[src/rtl/pipe_pkg.sv]
// Shared types and constants for the elastic pipeline stage register.
// The stage state encoding equals the number of payloads held.
package pipe_pkg;

   localparam int STALL_CNT_W = 16;

   typedef enum logic [1:0] {
      EMPTY = 2'd0,
      ONE   = 2'd1,
      TWO   = 2'd2
   } stage_state_e;

endpackage : pipe_pkg

[src/rtl/sat_counter.sv]
// Up-counter that sticks at its maximum value.
// clr wins over inc.
module sat_counter #(
   parameter int WIDTH = 16
) (
   input  logic             clk,
   input  logic             clr,
   input  logic             inc,
   output logic [WIDTH-1:0] count
);

   always_ff @(posedge clk) begin
      if (clr) begin
         count <= '0;
      end else if (inc && (count != {WIDTH{1'b1}})) begin
         count <= count + 1'b1;
      end
   end

endmodule : sat_counter

[src/rtl/pipe_stage_reg.sv]
// Valid/ready pipeline stage: one-entry, or two-entry skid buffer with a
// registered in_ready, plus flush and a saturating stall-cycle counter.
module pipe_stage_reg
   import pipe_pkg::*;
#(
   parameter int WIDTH      = 64,
   parameter int SKID       = 1,
   parameter int CLEAR_DATA = 1
) (
   input  logic                   clk,
   input  logic                   reset,
   input  logic                   flush,
   input  logic                   in_valid,
   output logic                   in_ready,
   input  logic [WIDTH-1:0]       in_data,
   output logic                   out_valid,
   input  logic                   out_ready,
   output logic [WIDTH-1:0]       out_data,
   output logic [1:0]             occupancy,
   output logic [STALL_CNT_W-1:0] stall_cycles
);

   localparam logic USE_SKID  = (SKID != 0);
   localparam logic CLR_DATA  = (CLEAR_DATA != 0);

   stage_state_e     state_q, state_d;
   logic [WIDTH-1:0] main_p1, skid_p1;
   logic             in_fire, out_fire;
   logic             load_main, load_skid, main_from_skid;

   assign out_valid = (state_q != EMPTY);
   assign out_data  = main_p1;
   assign occupancy = state_q;

   // With the skid entry in_ready depends only on flops, breaking the ready chain.
   assign in_ready  = USE_SKID ? (state_q != TWO) : (!out_valid || out_ready);

   assign in_fire   = in_valid && in_ready;
   assign out_fire  = out_valid && out_ready;

   always_comb begin
      state_d        = state_q;
      load_main      = 1'b0;
      load_skid      = 1'b0;
      main_from_skid = 1'b0;
      case (state_q)
         EMPTY: begin
            if (in_fire) begin
               load_main = 1'b1;
               state_d   = ONE;
            end
         end
         ONE: begin
            if (in_fire && out_fire) begin
               load_main = 1'b1;
            end else if (in_fire && USE_SKID) begin
               load_skid = 1'b1;
               state_d   = TWO;
            end else if (out_fire) begin
               state_d   = EMPTY;
            end
         end
         TWO: begin
            if (out_fire) begin
               main_from_skid = 1'b1;
               state_d        = ONE;
            end
         end
         default: state_d = EMPTY;
      endcase
      // A flush kills whatever is held or arriving; an out_fire still completes.
      if (flush) begin
         state_d = EMPTY;
      end
   end

   always_ff @(posedge clk) begin
      if (reset) begin
         state_q <= EMPTY;
      end else begin
         state_q <= state_d;
      end
   end

   // Payload registers: cleared on reset/flush only when CLEAR_DATA is set.
   always_ff @(posedge clk) begin
      if (reset || flush) begin
         if (CLR_DATA) begin
            main_p1 <= '0;
            skid_p1 <= '0;
         end
      end else begin
         if (load_main) begin
            main_p1 <= in_data;
         end else if (main_from_skid) begin
            main_p1 <= skid_p1;
         end
         if (load_skid) begin
            skid_p1 <= in_data;
         end
      end
   end

   sat_counter #(
      .WIDTH(STALL_CNT_W)
   ) u_stall_cnt (
      .clk  (clk),
      .clr  (reset),
      .inc  (out_valid && !out_ready),
      .count(stall_cycles)
   );

endmodule : pipe_stage_reg

[config.mk]
export PLATFORM = sky130hd
export DESIGN_NAME = pipe_stage_reg
export DESIGN_NICKNAME = d
export VERILOG_FILES = /design/src/rtl/pipe_pkg.sv /design/src/rtl/sat_counter.sv /design/src/rtl/pipe_stage_reg.sv
export SDC_FILE = /design/constraint.sdc
export NUM_CORES = 1
export LEC_CHECK = 0
export CORE_MARGIN = 3
export CORE_UTILIZATION = 49
export CTS_CLUSTER_DIAMETER = 100
export DETAILED_ROUTE_END_ITERATION = 8
export PLACE_DENSITY = 0.8
export SYNTH_ARGS = -nofsm -noshare
export SYNTH_HDL_FRONTEND = slang
export SYNTH_SLANG_ARGS = --single-unit
[constraint.sdc]
create_clock -name clk -period 1.9 [get_ports clk]
set_input_delay 0.38 -clock clk [delete_from_list [all_inputs] [get_ports clk]]
set_output_delay 0.38 -clock clk [all_outputs]
set_load 0.02 [all_outputs]
* Yosys cells after proc, flatten, opt, wreduce, memory -nomap -nowiden *
Cells that the tools add are included.

operators by class
  $add $sub $neg = 1
  multipliers = 0
  divide/modulo/power cells = 0
  magnitude comparators = 0
  eq/ne operators = 8
  shift-type cells = 0
  muxes and demuxes = 15
  bitwise gates (word level) = 0
  reduce and logical (&&, ||, !) cells = 12

operator list
  kind                   count
  $mux 64                2
  $add 16x1->16 const B  1
  $ne 16x16->1 const B   1
  $mux 2                 5
  $ne 2x2->1 const B     4
  $mux 1                 6
  $pmux 2 s3             1
  $logic_and 1x1->1      5
  $reduce_and 4->1       1
  $reduce_bool 2->1      2
  $ne 3x3->1 const B     1
  $eq 2x1->1 const B     1
  $eq 2x2->1 const B     1
  $logic_not 2->1        1
  $pmux 1 s2             1
  $reduce_or 2->1        1
  $logic_not 1->1        1
  $logic_or 1x1->1       1

word-level totals
  flip-flop bits (word level) = 146
  latch bits = 0
  RAM bits = 0
  ROM bits = 0
  word-level logic and storage cells = 40
  memories kept = 0

* Logic depth before layout (Yosys ltp) *
  word-level depth = 6
  mapped depth = 7
  depth with buffers taken out = 5

* Hierarchy *
Synthesis repeated with hierarchy kept, for this count alone.

second synthesis, totals
  cell total of the unflattened synthesis = 757
  area total of the unflattened synthesis = 6393.6 um^2

modules (own cells, without submodules)
  module          instances  cells each  area an instance (um^2)
  pipe_stage_reg  1          658         5545.3
  sat_counter     1          99          848.3

* Least setup slack after synthesis *
Ideal clock, no wire load.

  kind = reg2reg
  start point = reg u_stall_cnt.count[0]
  end point = reg u_stall_cnt.count[10]
  setup time = 121 ps
  data arrival time = 1824 ps
  data required time = 1779 ps
  setup slack = -44 ps
  cell stages (with the launch flop) = 6
  path through = dfxtp_1 > ha_1 > nand3_1 > or2_2 > nor3_1 > mux2_2

on the way
  cells in the longest elaborated chain, start to end = 2
  elaborated cells on any way between the ends = 3

RTL lines
  item                                                                   RTL line           text
  from (decl)                                                            sat_counter.sv:9   output logic [WIDTH-1:0] count
  from (signal assigned)                                                 sat_counter.sv:16  count <= count + 1'b1;
  parallel branches: the longest is 2 deep, another holds $add 16x1->16  --

Parallel ways; which one is timed is not known.
A chain may end at the register's enable or synchronous reset.

* Worst setup path after layout *
Same ends and word-level chain as after synthesis.

==> results.py <==
metrics = {
    "die": {
        "ios": 153,
        "core-area_um2": 11600,
        "fp.dieArea_um2": 13500,
        "die_w_um": 116,
        "start_util_pct": 51.2,
        "row_count": 39,
        "die_h_um": 116,
    },
    "detailed_routing": {
        "dr_total_vias": 6138,
        "ant_nets": 0,
        "drt_wl_total_um": 17400,
        "dr.pass1.iters": 6,
        "routedWlPerCell_um": 16.6,
        "first_iter_violations": 573,
        "drcViolationCount": 0,
        "vias_per_cell": 5.85,
    },
    "final_layout": {
        "area_delta_synth_final_pct": 42.5,
        "fin_area_um2": 8470,
        "antenna_cells": 0,
        "final_core_util_pct": 72.9,
        "layout.nets": 964,
        "stdcell_count": 1049,
        "nFillCells": 848,
        "layout-drive-gt1-share_pct": 10.6,
    },
    "critical_path": {
        "timing.rr.end": "u_stall_cnt.count[10]",
        "crit_start": "u_stall_cnt.count[0]",
        "cp_cell_sequence": "ha_1, nand3_1, buf_4, or2_2, nor3_1, mux2_2",
        "rr_worst_depth": 6,
        "reg2reg_from": "u_stall_cnt.count[0]",
        "cp_max_fo": 8,
        "critPathLaunchType": "flip-flop",
        "critPathKind": "reg -> reg",
        "rrSetupSlack_ns": 0.04,
        "crit_path_top_delay_cell": "mux2_2",
        "worst_ep_arrival_time_ns": 2.17,
        "end_kind": "flip-flop",
        "cpPeakStageDelay_ns": 0.36,
        "cp.required_ns": 2.21,
        "cp-endpoint": "u_stall_cnt.count[10]",
    },
    "cts": {
        "clk_pin_slew_worst_paths_ns": 0.06,
        "cts_tree": "built",
        "clockBufferDepth": 2,
        "cts_sinks": 146,
        "numCtsBuffers": 17,
        "clk_latency_ns": 0.42,
        "h-tree-depth": 4,
        "cts-root-buf": "clkbuf_16",
    },
    "logic_synthesis": {
        "synth_area_leaders": "dfxtp_1, nand2_1, a311oi_1",
        "synth_area_um2": 5940,
        "ys_async_sr_fraction_pct": 0,
        "synth_top_area_share_pct": 49.2,
        "avgSynthCellArea_um2": 7.94,
        "yosys.area.top_type": "dfxtp_1",
        "ys_types": 42,
        "synth_edf_count": 0,
        "synth_nets": 819,
        "yosys-top-cells-count": "nand2_1, dfxtp_1, a21oi_1",
        "synth_seq_area_share_pct": 49.2,
        "ys_warn_count": 0,
        "ys.flop_type": "dfxtp_1",
        "ys_seq_elements": 146,
        "yosysMostFrequentCell": "nand2_1",
        "syn_inst": 749,
    },
    "pwr": {
        "p_int_mw": 5.70,
        "power.switching_mw": 1.70,
        "pwr-share-clk_pct": 47.0,
        "sequentialPowerShare_pct": 43.0,
        "combPwrFrac_pct": 10.0,
        "power_density_nw_per_um2": 874,
        "fin_total_pwr_mw": 7.40,
        "peakVddDrop_mv": 0.662,
        "power.share.switching_pct": 23.0,
        "p_leak_nw": 2.97,
    },
    "global_route": {
        "antenna_found_initial": 0,
        "grt-ovfl-total": 0,
        "grt_max_degree": 61,
        "grt_pass1_vias": 5913,
        "gr-usage-all-layers_pct": 25.9,
        "grt_pass1_wl_um": 28100,
    },
    "place": {
        "place.port_buffers": 152,
        "dp_cells": 1015,
        "hpwl_um": 11300,
        "placed_cell_area_um2": 7830,
        "gp_congestion": 0.800,
    },
    "timing": {
        "post-route-min-period_ns": 1.86,
        "slew_headroom_pct": 74.9,
        "slew_violations": 0,
        "final.period_utilization_pct": 98.1,
        "finalHoldViolCount": 0,
        "finalSetupTns_ns": 0,
        "fin_skew_ns": 0.00485,
        "fmax_ghz": 0.536,
        "tightest_slew_ns": 0.374,
        "setup_viol": 0,
    },
    "hold_path": {
        "hold_path.class": "reg -> reg",
    },
    "run_status": {
        "status": "completed",
    },
    "flow_run": {
        "maxCapViolCount": 0,
    },
}
## worst min path at each step
stage                       end        start  cells past startpoint
detailed placement  skid_p1[53]  skid_p1[53]                      2
global route        skid_p1[50]  skid_p1[50]                      2
global placement    skid_p1[14]  skid_p1[14]                      2
CTS                 skid_p1[44]  skid_p1[44]                      2
finish              skid_p1[23]  skid_p1[23]                      2
floorplan            skid_p1[0]   skid_p1[0]                      2
## cell type report
| cell class | count | area [um2] | area share, % |
|---|---|---|---|
| inverters | 4 | 15.0 | 0.177 |
| flip-flops and latches | 146 | 2930 | 34.6 |
| clock buffers | 19 | 443 | 5.23 |
| well taps | 143 | 179 | 2.11 |
| repair buffers | 193 | 1980 | 23.3 |
| clock inverters | 12 | 164 | 1.94 |
| multi-input cells | 532 | 2760 | 32.6 |
## layout by cell type, fill, tap and decap left out, types with 2 or more instances in the layout
| master | instances |
|---|---|
| nor2b_4 | 2 |
| o21ai_0 | 4 |
| nand4_1 | 3 |
| mux2_2 | 3 |
| o2111a_1 | 2 |
| and2_1 | 2 |
| nor2_1 | 72 |
| inv_1 | 4 |
| bufinv_16 | 4 |
| clkdlybuf4s50_1 | 138 |
| o31ai_1 | 3 |
| nor2b_1 | 4 |
| buf_12 | 12 |
| dfxtp_2 | 4 |
| nor3_1 | 4 |
| clkinv_2 | 7 |
| clkbuf_16 | 17 |
| dlymetal6s2s_1 | 5 |
| dlygate4sd2_1 | 8 |
| buf_4 | 29 |
| or3_2 | 3 |
| a21oi_1 | 74 |
| nand3_1 | 69 |
| dfxtp_1 | 142 |
| or4_1 | 2 |
| a311oi_1 | 65 |
| or2_2 | 2 |
| nand2_1 | 194 |
## per-layer routing
layer / part of all wire, % / routed length [um] / GRT usage [%] / vias to the layer above
met3: 7.1 / 1240 / 6.48 / 48
met1: 43 / 7460 / 32.8 / 2925
met4: 2.4 / 425 / 10.8 / 0
met2: 47 / 8240 / 42.2 / 270
met5: 0 / 0 / 0 / -
li1: - / - / - / 2895
## power by group through the flow
stage | registers (mW) | clock network (mW) | logic [mW]
finish | 3.18 | 3.48 | 0.742
global route | 3.19 | 3.63 | 0.798
CTS | 3.18 | 3.49 | 0.735
detailed placement | 3.24 | 0 | 0.732
global placement | 3.24 | 0 | 0.715
floorplan | 3.32 | 0 | 0.254
## timing repair
item,in CTS,in global routing
setup buffers,0,3
endpoints found under the hold margin,0,0
pin swaps,0,1
resized for setup,10,5
hold buffers,0,0
setup endpoints to repair,8,10
## sequential cells by signal (all words and copies together) (netlist names)
name	cells
out_data	64
u_stall_cnt.count	16
skid_p1	64
occupancy	2
## worst max-delay path: cells and delay by family (launching register included)
kind	cells	cell delay, ns
buf+inv	1	0.21
mux	1	0.36
fa+ha+maj	1	0.17
simple gates	3	0.69
flops	1	0.32
## logic make-up after synthesis
| logic type | Yosys count | share of synthesized area, % |
|---|---|---|
| buffers and inverters | 71 | 4.86 |
| flip-flops | 146 | 49.2 |
| XOR/XNOR | 1 | 0.147 |
| AO/OA/AOI/OAI | 156 | 18.3 |
| multiplexers | 4 | 0.737 |
| AND/OR/NAND/NOR | 370 | 26.6 |
| adder cells (fa/ha/maj) | 1 | 0.210 |
## stage by stage
step / hold slack (ns) / setup WS, ns
2_1_floorplan: 0.437 / 0.0684
3_3_place_gp: 0.442 / 0.0565
3_5_place_dp: 0.448 / -0.0396
4_1_cts: 0.457 / 0.00483
5_1_grt: 0.477 / -0.0166
6_report: 0.456 / 0.0358
No activity file was read; power rests on OpenSTA's default activity.
